===== config.mk =====
export PLATFORM = sky130hd
export DESIGN_NAME = port_rd_sram_matcher
export DESIGN_NICKNAME = d
export VERILOG_FILES = /design/src/rtl/hydra_sram_pkg.sv /design/src/rtl/port_rd_sram_matcher.sv
export SDC_FILE = /design/constraint.sdc
export NUM_CORES = 1
export LEC_CHECK = 0
export ABC_AREA = 1
export BUFFER_PORTS_ARGS = -buffer_cell sky130_fd_sc_hd__buf_2
export CAP_MARGIN = 20
export CORE_MARGIN = 2
export CORE_UTILIZATION = 40
export DETAILED_ROUTE_END_ITERATION = 8
export GPL_TIMING_DRIVEN = 0
export HOLD_SLACK_MARGIN = 0.02
export PLACE_DENSITY = 0.69
export SKIP_LAST_GASP = 1
export SYNTH_ARGS = -nofsm -noshare
export SYNTH_HDL_FRONTEND = slang
export SYNTH_SLANG_ARGS = --single-unit

===== constraint.sdc =====
create_clock -name clk -period 4.4 [get_ports clk]
set_input_delay 1.1 -clock clk [delete_from_list [all_inputs] [get_ports clk]]
set_output_delay 1.1 -clock clk [all_outputs]
set_load 0.02 [all_outputs]

===== src/rtl/hydra_sram_pkg.sv =====
// Shared sizing and type definitions for the SRAM matcher blocks.
package hydra_sram_pkg;

  localparam int unsigned SRAM_NUM   = 32;
  localparam int unsigned SRAM_IDX_W = 5;
  localparam int unsigned AMT_W      = 9;

  typedef enum logic [1:0] {
    IDLE = 2'd0,
    SCAN = 2'd1,
    DONE = 2'd2
  } match_state_t;

  typedef enum logic {
    FIRST_FIT = 1'b0,
    BEST_FIT  = 1'b1
  } match_mode_t;

endpackage


===== src/rtl/port_rd_sram_matcher.sv =====
// Read-side SRAM matcher: sweeps all shared SRAMs for one output port and selects
// the SRAM to read the next packet from (first-fit or best-fit).
module port_rd_sram_matcher
  import hydra_sram_pkg::*;
#(
  parameter int unsigned PORT_IDX = 0
) (
  input  logic                  clk,
  input  logic                  rst,
  input  logic                  match_mode,
  input  logic [AMT_W-1:0]      match_threshold,
  input  logic                  match_enable,
  output logic [SRAM_IDX_W-1:0] probe_sram,
  input  logic [AMT_W-1:0]      probe_amount,
  input  logic                  probe_accessible,
  output logic [1:0]            match_state,
  output logic                  match_suc,
  output logic [SRAM_IDX_W-1:0] matched_sram,
  input  logic                  match_ack
);

  // Each port starts its sweep at a different SRAM to spread the load.
  localparam logic [SRAM_IDX_W-1:0] RrReset = SRAM_IDX_W'({4'(PORT_IDX), 1'b0});

  match_state_t          state_q, state_d;
  match_mode_t           mode_q, mode_d;
  logic [AMT_W-1:0]      thr_q, thr_d;
  logic [5:0]            n_q, n_d;
  logic [SRAM_IDX_W-1:0] start_q, start_d;
  logic [SRAM_IDX_W-1:0] rr_ptr_q, rr_ptr_d;
  logic [AMT_W-1:0]      best_amount_q, best_amount_d;
  logic [SRAM_IDX_W-1:0] best_sram_q, best_sram_d;
  logic [SRAM_IDX_W-1:0] matched_q, matched_d;

  logic                  cand, hit, better;
  logic [SRAM_IDX_W-1:0] cand_sram;

  // Responses lag the probe by one cycle, so the candidate is the previous probe.
  assign cand_sram = start_q + n_q[SRAM_IDX_W-1:0] - SRAM_IDX_W'(1);
  assign cand      = (n_q != 6'd0) && probe_accessible && (probe_amount != '0);
  assign hit       = cand && ((mode_q == FIRST_FIT) || (probe_amount >= thr_q));
  assign better    = cand && (probe_amount > best_amount_q);

  // State registers with synchronous reset.
  always_ff @(posedge clk) begin
    if (rst) begin
      state_q       <= IDLE;
      mode_q        <= FIRST_FIT;
      thr_q         <= '0;
      n_q           <= '0;
      start_q       <= RrReset;
      rr_ptr_q      <= RrReset;
      best_amount_q <= '0;
      best_sram_q   <= '0;
      matched_q     <= '0;
    end else begin
      state_q       <= state_d;
      mode_q        <= mode_d;
      thr_q         <= thr_d;
      n_q           <= n_d;
      start_q       <= start_d;
      rr_ptr_q      <= rr_ptr_d;
      best_amount_q <= best_amount_d;
      best_sram_q   <= best_sram_d;
      matched_q     <= matched_d;
    end
  end

  // Next-state: sweep control, best tracking and handshake.
  always_comb begin
    state_d       = state_q;
    mode_d        = mode_q;
    thr_d         = thr_q;
    n_d           = n_q;
    start_d       = start_q;
    rr_ptr_d      = rr_ptr_q;
    best_amount_d = best_amount_q;
    best_sram_d   = best_sram_q;
    matched_d     = matched_q;
    unique case (state_q)
      IDLE: begin
        if (match_enable) begin
          state_d       = SCAN;
          n_d           = '0;
          start_d       = rr_ptr_q;
          mode_d        = match_mode_t'(match_mode);
          thr_d         = match_threshold;
          best_amount_d = '0;
          best_sram_d   = '0;
        end
      end
      SCAN: begin
        if (!match_enable) begin
          state_d = IDLE;
        end else if (hit) begin
          state_d   = DONE;
          matched_d = cand_sram;
        end else begin
          // Strict compare keeps the earlier SRAM on ties.
          if (better) begin
            best_amount_d = probe_amount;
            best_sram_d   = cand_sram;
          end
          if (n_q == 6'd32) begin
            if (best_amount_d != '0) begin
              state_d   = DONE;
              matched_d = best_sram_d;
            end else begin
              n_d = '0;  // empty sweep: start over from the same SRAM
            end
          end else begin
            n_d = n_q + 6'd1;
          end
        end
      end
      DONE: begin
        if (!match_enable) begin
          state_d = IDLE;
        end else if (match_ack) begin
          state_d  = IDLE;
          rr_ptr_d = matched_q + SRAM_IDX_W'(1);
        end
      end
      default: state_d = IDLE;
    endcase
  end

  // Outputs: probe address follows the sweep; held on the selection in DONE.
  always_comb begin
    probe_sram = rr_ptr_q;
    unique case (state_q)
      SCAN:    probe_sram = start_q + n_q[SRAM_IDX_W-1:0];
      DONE:    probe_sram = matched_q;
      default: probe_sram = rr_ptr_q;
    endcase
  end

  assign match_state  = state_q;
  assign match_suc    = (state_q == DONE);
  assign matched_sram = matched_q;

endmodule


; Word level (Yosys, flattened, before mapping)
; Index checks and enable logic that the tools add are counted.
[totals]
register_bits = 47
latch_bits = 0
ram_bits = 0
mem_bits_ro = 0
in_bits = 24
output_inout_bits = 13
word_cells = 75
mem_count = 0
[op_classes]
addsub = 4
n_mul = 0
div_mod_pow = 0
magnitude_cmp = 2
n_eq_ne = 10
shifts = 0
mux = 31
bitwise_logic = 1
n_reduce_logical = 18
[op_table]
columns = operator, n
row1 = $mux 9, 7
row2 = $mux 5, 7
row3 = $mux 6, 5
row4 = $pmux 5 s2, 2
row5 = $pmux 9 s2, 1
row6 = $reduce_bool 9->1, 2
row7 = $mux 2, 7
row8 = $pmux 6 s2, 1
row9 = $reduce_and 4->1, 3
row10 = $ge 9x9->1, 1
row11 = $gt 9x9->1, 1
row12 = $ne 4x4->1 const B, 2
row13 = $add 6x1->6 const B, 1
row14 = $eq 6x6->1 const B, 1
row15 = $ne 2x2->1 const B, 3
row16 = $pmux 2 s3, 1
row17 = $reduce_bool 2->1, 3
row18 = $reduce_bool 6->1, 1
row19 = $add 5x1->5 const B, 1
row20 = $add 5x5->5, 1
row21 = $reduce_and 5->1, 1
row22 = $sub 5x1->5 const B, 1
row23 = $logic_and 1x1->1, 4
row24 = $ne 3x2->1 const B, 1
row25 = 8 further kinds, 8

; Longest topological paths before layout
[logic_depth]
word_depth = 14
mapped_depth = 21
depth_no_buf = 21

; Worst setup path before layout
; Ideal clock, no wire load.
[synth_path]
kind = input port to flip-flop
from = input probe_amount[6]
to = register n_q[4]
setup_ns = 0.128
t_arrival_ns = 2.785
t_required_ns = 4.272
setup_slack_ns = 1.488
stages = 19
path_buffers = 1
cell_sequence = ha_1 > nand2_1 > nor2_1 > nand2_1 > nor2_2 > nor2_8 > nand2_4 > buf_6 > nand2_1 > nand2_1 > nor2_1 > nand3_1 > nand2_2 > nand2_2 > nand2_4 > nand2_4 > nand2_1 > nand2_1 > nor2_1
[synth_via]
elab_chain_cells = 10
elab_cells_between_ends = 15
cone_classes = order compare: 2 / eq/ne: 2 / mux: 4 / reduce/logical: 7
[synth_lines]
columns = element, line_no
row1 = from (decl), port_rd_sram_matcher.sv:14  ; input logic [AMT_W-1:0] probe_amount,
row2 = branches (longest 9 deep; another with $gt 9x9->1), n/a
row3 = $reduce_and 5->1 (no line) *, n/a
row4 = to (signal assigned), port_rd_sram_matcher.sv:60  ; n_q <= n_d;
row5 = to (decl), port_rd_sram_matcher.sv:28  ; logic [5:0] n_q, n_d;
; Mark *: on every way between the ends. The select of a mux whose other input is x is not followed.
; A chain may end at the register's enable or synchronous reset.

; Final worst setup path
[layout_path]
from = register n_q[2]
to = output probe_sram[3]
[layout_via]
elab_chain_cells = 2
[layout_lines]
columns = element, line_no
row1 = $add 5x5->5, port_rd_sram_matcher.sv:132  ; SCAN: probe_sram = start_q + n_q[SRAM_IDX_W-1:0];
row2 = $pmux 5 s2, port_rd_sram_matcher.sv:131  ; unique case (state_q)
row3 = to (decl), port_rd_sram_matcher.sv:13  ; output logic [SRAM_IDX_W-1:0] probe_sram,
; Every way passes these cells.

==> results.cfg <==
[run_status]
status = finished clean

[yosys]
netlist_instances = 458
synthMostInstantiatedCell = nand2_1
yosysWarnings = 0
synth_seq_cells = 47
yosys.area.top_type = dfxtp_1
syn_area_um2 = 3100
synth_area_leaders = dfxtp_1, nand2_1, ha_1, a21oi_1, inv_1
ys_types = 32
synth.top_cell.area_share = 0.303
synth_edf_count = 0
synth_common_cells = nand2_1, inv_1, a21oi_1
async_reset_ff_frac = 0
seq_area_frac_synth = 0.303
synth_ff_type = dfxtp_1
syn-num-nets = 512
synth_area_per_cell_um2 = 6.78

[critical_path]
r2r_slack_ps = 1760
cp-start-kind = register
crit_start = n_q[2]
slowest_stage = dfxtp_1
cp.required_ps = 3300
critPathMostFrequentCell = nand2_1
slowest_delay_ps = 470
worst_r2r_endpoint = best_amount_q[2]
critical_path_class = reg -> out
cp.arrival_ps = 2150
crit_end = probe_sram[3]
cp_top_family = flip-flops
cp_num_buf_inv = 1
cp_max_fo = 6
cp.depth = 8
rr_worst_depth = 13
reg2reg_from = thr_q[2]
crit_path_end_kind = output pin
path_cells = ha_1 -> a21oi_1 -> nand2_1 -> xnor2_1 -> o22ai_1 -> nand2_1 -> o21ai_0 -> buf_2

[floorplan]
coreArea_um2 = 7610
start_util = 0.408
io_pins = 37
die_y_um = 92.1
fp-row-count = 32
dieArea_um2 = 8480
die_w_um = 92.1

[global_routing]
grt_pass1_wl_um = 12800
antenna_found_initial = 0
grt_pass1_vias = 2750
busiest_layer = met2
grt-ovfl-total = 0
grtUsageMet2 = 0.323
use_met3 = 0.0312
grt_max_degree = 16
grt_usage = 0.186
grt_use_met1 = 0.238

[detailed_routing]
drc_errors = 0
routedWlPerCell_um = 12.6
viasPerCell = 4.96
routed_wl_um = 7580
ant_nets = 0
firstDrtPassIters = 4
drt-initial-drc-count = 108
vias = 2989

[timing]
max_freq_ghz = 0.308
period_needed_ps = 3250
rsz0062_at_grt = no
maxSlewViolCount = 0
relSlewSlack = 0.667
fin_setup_tns_ps = 0
min_period_over_period = 0.738
final-setup-viol-count = 0
tightest_slew_ps = 499
clock_skew_ps = 8.89
final_hold_viol_count = 0

[place]
gp_congestion = 0.854
placed_cells = 595
dp_hpwl_um = 5900
port-buffer-count = 35
place_area_um2 = 3410

[power_and_ir_drop]
switching_power_uw = 976
p_int_uw = 1010
ir_worst_vdd_uv = 305
p_leak_uw = 0.00161
switching_share = 0.492
power.density_nw_per_um2 = 568
comb_power_share = 0.574
p_clk_frac = 0.139
power.total_uw = 1980
pwr-share-seq = 0.287

[clock_network]
postCtsSetupRepairBufs = 0
cts_num_sinks = 47
root_buffer = clkbuf_8
clkLatencyLatePin_ps = 310
h-tree-depth = 2
cts_buffer_depth = 2
cts-hold-fix-buffers = 0
cts_tree = built
path_clk_slew_ps = 100
ctsResizeCount = 0
numCtsBuffers = 5

[final_layout]
final_cells = 603
syn_to_final_growth_pct = 12.6
nFillCells = 803
finalNetCount = 554
drive_gt1_frac = 0.126
antenna_cells = 0
seqCellArea_um2 = 941
multiInputGateArea_um2 = 1890
fin_area_um2 = 3490

[hold_path]
holdCritPathClass = reg -> reg

[flow_run]
drv_cap = 0
[cells in the final DEF, fill, tap and decap left out, drive strengths merged]
| master | synthesis | routed |
|---|---|---|
| nand2 | 125 | 125 |
| inv | 57 | 58 |
| a21oi | 52 | 52 |
| dfxtp | 47 | 47 |
| buf | 3 | 38 |
| nor2 | 38 | 38 |
| o21ai | 35 | 35 |
| nand3 | 31 | 31 |
| ha | 29 | 29 |
| clkbuf | 8 | 13 |
| xor2 | 10 | 10 |
| nand4 | 5 | 5 |
| o22ai | 3 | 3 |
| nand3b | 3 | 3 |
| clkinv | 1 | 3 |
| xnor2 | 2 | 2 |
| nor3 | 2 | 2 |
| a22oi | 1 | 1 |
| a2bb2oi | 1 | 1 |
| o211a | 1 | 1 |
| a21o | 1 | 1 |
| nor3b | 1 | 1 |
| a31oi | 1 | 1 |
| fa | 1 | 1 |
[worst min-delay path, stage by stage, from the launching register on]
cell and delay [ps]:
dfxtp_1 320, nand2_1 60, a21oi_1 50
[layout make-up]
| class | instances | share of cell area |
|---|---|---|
| Inverter | 58 | 0.0627 |
| Multi-Input combinational cell | 342 | 0.542 |
| Tap cell | 102 | 0.0365 |
| Timing Repair Buffer | 35 | 0.0501 |
| Clock buffer | 5 | 0.0197 |
| Buffer | 11 | 0.0147 |
| Sequential cell | 47 | 0.269 |
| Clock inverter | 3 | 0.00537 |
[layer usage]
metal / part of all wire / up-vias
met5: 0 / -
met3: 0.036 / 9
li1: - / 1579
met2: 0.48 / 48
met4: 0.013 / 0
met1: 0.47 / 1353
[flip-flops by register name (all words and copies together), names as in the netlist, 2 cells and up]
name           count
best_amount_q      9
matched_sram       5
start_q            5
n_q                6
rr_ptr_q           5
thr_q              9
match_state        2
best_sram_q        5
[how the worst min path moves through the flow]
| stage | cells past startpoint | startpoint | to |
|---|---|---|---|
| floorplan | 2 | thr_q[8] | thr_q[8] |
| global placement | 2 | best_sram_q[3] | best_sram_q[3] |
| detailed placement | 2 | best_amount_q[2] | best_amount_q[2] |
| CTS | 2 | best_amount_q[2] | best_amount_q[2] |
| global route | 2 | thr_q[2] | thr_q[2] |
| finish | 2 | best_amount_q[2] | best_amount_q[2] |
[per-stage QoR]
stage	util	setup slack [ps]	hold WS [ps]
floorplan	-	1490	433
global placement	0.448	976	449
detailed placement	0.448	832	452
CTS	0.459	1150	467
global route	0.459	888	491
finish	0.459	1150	467
[logic make-up (layout without fill, tap and decap cells)]
family / Yosys count / in the layout / synth area share
AOI/OAI and AO/OA: 95 / 95 / 0.159
adders and majority gates: 30 / 30 / 0.123
buffers and inverters: 69 / 112 / 0.0871
DFF: 47 / 47 / 0.303
and+or+nand+nor: 205 / 205 / 0.293
xor gates and xnor gates: 12 / 12 / 0.0339
[power by group through the flow]
stage | Sequential (µW) | Clock [µW] | Combinational [µW]
after global placement | 577 | 0 | 1110
after floorplan | 569 | 0 | 867
after CTS | 569 | 278 | 1140
after global routing | 579 | 294 | 1290
final | 570 | 276 | 1140
after detailed placement | 578 | 0 | 1130
Power figures use the tool's default switching activity.
